File: src/rtl/decode_pkg.sv
// rtl/decode_pkg.sv - opcode map, control bundle types and the pure opcode decoder
package decode_pkg;

  localparam logic [4:0] OP_ADD  = 5'b00000;
  localparam logic [4:0] OP_SUB  = 5'b00001;
  localparam logic [4:0] OP_AND  = 5'b00010;
  localparam logic [4:0] OP_OR   = 5'b00011;
  localparam logic [4:0] OP_LDR  = 5'b00100;
  localparam logic [4:0] OP_STR  = 5'b00101;
  localparam logic [4:0] OP_FADD = 5'b01000;
  localparam logic [4:0] OP_FSUB = 5'b01001;
  localparam logic [4:0] OP_FMUL = 5'b01010;
  localparam logic [4:0] OP_FLDR = 5'b01100;
  localparam logic [4:0] OP_FSTR = 5'b01101;
  localparam logic [4:0] OP_BEQ  = 5'b11100;
  localparam logic [4:0] OP_B    = 5'b11101;
  localparam logic [4:0] OP_NOP  = 5'b11111;

  typedef struct packed {
    logic [3:0] alu_op;
    logic       reg_write;
    logic       alu_src;
    logic       mem_read;
    logic       mem_write;
    logic       mem_to_reg;
    logic       branch;
    logic       branch_uncond;
    logic       fp_op;
    logic       integer_op;
  } ctrl_t;

  typedef enum logic {RUN = 1'b0, FP_WAIT = 1'b1} state_t;

  typedef struct packed {
    ctrl_t ctrl;
    logic  illegal;
    logic  reads_src;
  } decode_t;

  function automatic decode_t decode_op(input logic [4:0] op);
    decode_t d;
    d = '0;
    d.reads_src = 1'b1;
    case (op)
      OP_ADD, OP_SUB, OP_AND, OP_OR: begin
        d.ctrl.alu_op     = {2'b00, op[1:0]};
        d.ctrl.reg_write  = 1'b1;
        d.ctrl.integer_op = 1'b1;
      end
      OP_LDR, OP_FLDR: begin
        d.ctrl.alu_src    = 1'b1;
        d.ctrl.mem_read   = 1'b1;
        d.ctrl.mem_to_reg = 1'b1;
        d.ctrl.reg_write  = 1'b1;
        d.ctrl.fp_op      = op[3];
        d.ctrl.integer_op = ~op[3];
      end
      OP_STR, OP_FSTR: begin
        d.ctrl.alu_src    = 1'b1;
        d.ctrl.mem_write  = 1'b1;
        d.ctrl.fp_op      = op[3];
        d.ctrl.integer_op = ~op[3];
      end
      OP_FADD, OP_FSUB, OP_FMUL: begin
        d.ctrl.alu_op    = {2'b10, op[1:0]};
        d.ctrl.fp_op     = 1'b1;
        d.ctrl.reg_write = 1'b1;
      end
      OP_BEQ: begin
        d.ctrl.alu_op = 4'b0001;
        d.ctrl.branch = 1'b1;
      end
      OP_B: begin
        d.ctrl.branch        = 1'b1;
        d.ctrl.branch_uncond = 1'b1;
        d.reads_src          = 1'b0;
      end
      OP_NOP: d.reads_src = 1'b0;
      default: begin
        d.illegal   = 1'b1;
        d.reads_src = 1'b0;
      end
    endcase
    return d;
  endfunction

endpackage

File: src/rtl/decode_comb.sv
// rtl/decode_comb.sv - combinational opcode decoder, reusable by other stages
module decode_comb
  import decode_pkg::*;
(
  input  logic [4:0] i_opcode,
  output ctrl_t      o_ctrl,
  output logic       o_illegal,
  output logic       o_reads_src
);

  decode_t w_dec;

  assign w_dec       = decode_op(i_opcode);
  assign o_ctrl      = w_dec.ctrl;
  assign o_illegal   = w_dec.illegal;
  assign o_reads_src = w_dec.reads_src;

endmodule

File: src/rtl/decode_ctrl_pipe.sv
// rtl/decode_ctrl_pipe.sv - registered decode stage with load-use bubble, float
// occupancy blocking and branch flush, driving the ID/EX register
module decode_ctrl_pipe
  import decode_pkg::*;
#(
  parameter int REGW     = 4,
  parameter int FP_LAT   = 3,
  parameter int FP_CNT_W = $clog2(FP_LAT + 1)
) (
  input  logic            clk,
  input  logic            rst,
  input  logic            in_valid,
  output logic            in_ready,
  input  logic [4:0]      opcode,
  input  logic [REGW-1:0] rs1,
  input  logic [REGW-1:0] rs2,
  input  logic [REGW-1:0] rd,
  input  logic            flush,
  input  logic            ex_ready,
  output logic            out_valid,
  output ctrl_t           out_ctrl,
  output logic [REGW-1:0] out_rs1,
  output logic [REGW-1:0] out_rs2,
  output logic [REGW-1:0] out_rd,
  output logic            out_illegal
);

  ctrl_t             w_ctrl;
  logic              w_illegal;
  logic              w_reads_src;
  logic              w_hazard;
  logic              w_accept;
  logic              w_issue;
  logic              w_issue_ld;
  logic              w_issue_fp;

  logic              r_out_valid;
  ctrl_t             r_out_ctrl;
  logic [REGW-1:0]   r_out_rs1;
  logic [REGW-1:0]   r_out_rs2;
  logic [REGW-1:0]   r_out_rd;
  logic              r_out_illegal;
  state_t            r_state;
  logic [FP_CNT_W-1:0] r_fp_cnt;
  logic              r_ld_v;
  logic [REGW-1:0]   r_ld_rd;

  decode_comb u_dec (
    .i_opcode    (opcode),
    .o_ctrl      (w_ctrl),
    .o_illegal   (w_illegal),
    .o_reads_src (w_reads_src)
  );

  assign w_hazard = r_ld_v & in_valid & w_reads_src &
                    ((rs1 == r_ld_rd) | (rs2 == r_ld_rd));
  assign in_ready = (r_state == RUN) & (~r_out_valid | ex_ready) &
                    ~w_hazard & ~flush & ~rst;
  assign w_accept = in_valid & in_ready;
  assign w_issue  = r_out_valid & ex_ready;
  assign w_issue_ld = w_issue & r_out_ctrl.mem_read & r_out_ctrl.reg_write;
  // Float arithmetic only; float loads/stores do not occupy the FP unit
  assign w_issue_fp = w_issue & r_out_ctrl.fp_op &
                      ~r_out_ctrl.mem_read & ~r_out_ctrl.mem_write;

  always_ff @(posedge clk or posedge rst) begin
    if (rst) begin
      r_out_valid   <= 1'b0;
      r_out_ctrl    <= '0;
      r_out_rs1     <= '0;
      r_out_rs2     <= '0;
      r_out_rd      <= '0;
      r_out_illegal <= 1'b0;
      r_state       <= RUN;
      r_fp_cnt      <= '0;
      r_ld_v        <= 1'b0;
      r_ld_rd       <= '0;
    end else if (flush) begin
      r_out_valid <= 1'b0;
      r_state     <= RUN;
      r_fp_cnt    <= '0;
      r_ld_v      <= 1'b0;
    end else begin
      if (w_accept) begin
        r_out_valid   <= 1'b1;
        r_out_ctrl    <= w_ctrl;
        r_out_rs1     <= rs1;
        r_out_rs2     <= rs2;
        r_out_rd      <= rd;
        r_out_illegal <= w_illegal;
      end else if (w_issue) begin
        r_out_valid <= 1'b0;
      end

      r_ld_v <= w_issue_ld;
      if (w_issue_ld) r_ld_rd <= r_out_rd;

      case (r_state)
        RUN: begin
          if (w_issue_fp && FP_LAT > 1) begin
            r_state  <= FP_WAIT;
            r_fp_cnt <= FP_CNT_W'(FP_LAT - 1);
          end
        end
        FP_WAIT: begin
          r_fp_cnt <= r_fp_cnt - FP_CNT_W'(1);
          if (r_fp_cnt == FP_CNT_W'(1)) r_state <= RUN;
        end
        default: r_state <= RUN;
      endcase
    end
  end

  assign out_valid   = r_out_valid;
  assign out_ctrl    = r_out_ctrl;
  assign out_rs1     = r_out_rs1;
  assign out_rs2     = r_out_rs2;
  assign out_rd      = r_out_rd;
  assign out_illegal = r_out_illegal;

endmodule

File: config.mk
export PLATFORM = sky130hd
export DESIGN_NAME = decode_ctrl_pipe
export DESIGN_NICKNAME = d
export VERILOG_FILES = /design/src/rtl/decode_pkg.sv /design/src/rtl/decode_comb.sv /design/src/rtl/decode_ctrl_pipe.sv
export SDC_FILE = /design/constraint.sdc
export NUM_CORES = 1
export LEC_CHECK = 0
export ABC_AREA = 1
export BUFFER_PORTS_ARGS = -buffer_cell sky130_fd_sc_hd__buf_2
export CAP_MARGIN = 20
export CORE_MARGIN = 3
export CORE_UTILIZATION = 36
export CTS_CLUSTER_DIAMETER = 80
export DETAILED_ROUTE_END_ITERATION = 7
export GPL_ROUTABILITY_DRIVEN = 0
export PLACE_DENSITY = 0.59
export SYNTH_ARGS = -nofsm -noshare
export SYNTH_HDL_FRONTEND = slang
export SYNTH_SLANG_ARGS = --single-unit
File: constraint.sdc
create_clock -name clk -period 4.1 [get_ports clk]
set_input_delay 1.23 -clock clk [delete_from_list [all_inputs] [get_ports clk]]
set_output_delay 1.23 -clock clk [all_outputs]
set_load 0.02 [all_outputs]
==> results.md <==
- Status: completed
- Worst hold path type: flop to flop
- Final hold violation count: 0
- Ys Warns: 0
- Area fraction of the dominant cell type after synthesis: 46.2%
- Fin nets: 308
- Part of the power in combinational logic: 21.9%
- Cell repeated most along the worst path: buf_2
- Synth area leader: dfrtp_1
- Initial Utilization: 37.6%
- Slowest cell on crit path: buf_2
- Mapped Area: 1790 um^2
- # diodes: 0
- Worst IR Drop VDD: 0.125 mV
- Int Pwr: 536 uW
- Clock power frac: 30.3%
- Post-synthesis register bit count: 33
- Clock period minus worst slack: 3.41 ns
- Fmax: 293 MHz
- Met3 usage: 2.96%
- Grt total ovfl: 0
- Data arrival time of the critical path: 2.18 ns
- Total CTS buffers: 5
- Fraction of layout cells with a size suffix above 1: 23.4%
- Power Density: 372 nW/um^2
- CTS max path bufs: 2
- DR DRC count: 0
- Total power: 803 uW
- Top area cells in the synthesized netlist: dfrtp_1, nand2_1, nand4_1
- Commonest cells after routing, fill and taps aside: nand2_1, buf_2, dfrtp_1
- Max stage delay on crit path: 0.16 ns
- Hold path depth: 2
- Sequential cell area fraction in the yosys report: 46.2%
- Worst reg2reg path depth: 11
- Fin Hold WS: 0.465 ns
- Global routing's busiest layer: met2
- Global Route Usage Sum: 15.7%
- First-pass GRT wire length: 7330 um
- Most common cell after layout, fill and taps aside: nand2_1
- Layout area overhead: 20.6%
- Max-Cap Viols: 0
- Final worst path period share: 83.1%
- Total Wirelength: 4210 um
- FP Rows: 25
- Startpoint Class: primary input
- Worst path top cell family by delay: simple AND/OR/NAND/NOR gates
- Die Span X: 76.5 um
- Core box area: 4750 um^2
- Final Setup Violations: 0
- GR Util met2: 24.7%
- Final-report max-slew violation count: 0
- 1st-pass router iterations: 4
- CP endpoint kind: output pin
- Largest net degree at the start of global routing: 26
- Clock Skews: 0.0114 ns
- Post-DP HPWL: 3070 um
- TritonCTS Sinks: 33
- CTS Hold Buffers Added: 0
- Post-synthesis cell count: 237
- Vias per cell: 4.64
- Number of library cell types mapped by synthesis: 26
- Worst path depth: 8
- Vias in the first global route: 1568
- Cell Chain, Critical Path: buf_2, inv_1, nor2_1, nand3_1, nand3_2, nand3_4, and2_1, buf_2
- H-tree depth: 2
- WP buf/inv: 3
- CTS root buf: clkbuf_8
- Slew headroom: 59.1%
- Psw: 267 uW
- Switch share: 33.3%
- Worst-margin pin slew: 0.613 ns
- Syn_area_per_cell: 7.55 um^2
- ANT nets after route: 0
- CP Max Fanout: 5
- Crit Path Category: primary input to output pin
- RSZ-0062 raised after global routing: false
- Net Count, Synth: 260
- Post_cts resized: 0
- Setup TNS: 0 ns
- Die footprint: 5850 um^2
- CTS tree: yes
- Via count: 1637
- 1st-iter DRT viols: 54
- Met1 global-route usage: 20.5%
- Clock slew at reported path FFs: 0.06 ns
- Clock Latency Late Sink: 0.29 ns
- Flop pwr share: 47.7%
- Num ports: 50
- Number of port buffers: 48
- Req. time, crit path: 2.87 ns
- Static leakage: 1.26 nW
- Antenna violations before repair: 0
- Routed wire length per instance: 11.9 um
- # Post-CTS Setup Buffers: 0
- Die Ht: 76.5 um
## per-stage QoR
stage	utilization (%)	std cells	instance area (um^2)	setup slack, ns
after CTS	45.4	353	2160	0.685
after detailed placement	43.6	345	2070	0.685
after global placement	43.6	345	2070	0.694
final	45.4	353	2160	0.691
after floorplan	-	237	1790	0.914
after global routing	45.4	353	2160	0.593
## sequential cells by signal (all words and copies together), names as in the netlist
signal       count
out_ctrl        11
out_rd           4
out_rs1          4
out_rs2          4
r_ld_rd          4
r_fp_cnt         2
out_illegal      1
out_valid        1
r_ld_v           1
r_state          1
## power groups by stage
stage | Combinational [mW] | Clock [mW] | Sequential, mW
detailed placement | 0.179 | 0 | 0.390
global route | 0.197 | 0.266 | 0.389
global placement | 0.177 | 0 | 0.389
CTS | 0.179 | 0.248 | 0.384
finish | 0.176 | 0.243 | 0.383
floorplan | 0.0722 | 0 | 0.429
## final cells by class
cell class                 instances  area [um^2]
tap                               67         83.8
timing repair buffer              52          270
clock inverter                     3         17.5
inverter                          32          120
multi-input combinational        161          771
sequential                        33          826
fill                             522         2600
clock buffer                       5         68.8
## worst register-to-register path, delay by kind of cell (launching register included)
kind | cells | cell delay, ns
simple gates | 9 | 0.86
flops | 1 | 0.39
buf+inv | 2 | 0.38
## final timing paths
check	slack, ns	startpoint	end
setup / recovery	0.69	opcode[3]	in_ready
hold / removal	0.47	out_rs1[1]$_DFFE_PP0P_	out_rs1[1]$_DFFE_PP0P_
setup reg to reg	2.35	r_ld_rd[0]$_DFFE_PP0P_	out_rs1[0]$_DFFE_PP0P_
hold reg to reg	0.47	out_rs1[1]$_DFFE_PP0P_	out_rs1[1]$_DFFE_PP0P_
max in group asynchronous	2.39	rst	r_ld_rd[0]$_DFFE_PP0P_
min in group asynchronous	1.04	rst	r_state$_DFF_PP0_
## synthesized netlist by cell type
library cell / instances
a211oi_1: 1
a21oi_1: 1
a31oi_1: 1
and2_1: 1
buf_2: 4
buf_4: 3
buf_6: 2
clkbuf_1: 2
clkinv_1: 2
conb_1: 1
dfrtp_1: 33
ha_1: 1
inv_1: 29
inv_2: 1
nand2_1: 93
nand3_1: 5
nand3_2: 2
nand3_4: 2
nand4_1: 25
nor2_1: 13
nor2_2: 1
nor3_4: 1
nor4b_1: 1
o211ai_1: 1
o21ai_0: 10
o22ai_1: 1
## layer usage
layer	part of all wire (%)	vias up
met1	49	738
met5	0	-
met2	44	36
met4	2.1	0
li1	-	856
met3	4.0	7
## kinds of logic after synthesis
| logic type | share of synthesized area [%] |
|---|---|
| compound gates | 4.62 |
| fa+ha+maj | 0.699 |
| buf+inv | 10.8 |
| flops | 46.2 |
| other cells | 0.210 |
| simple gates | 37.6 |
Power figures use the tool's default switching activity.
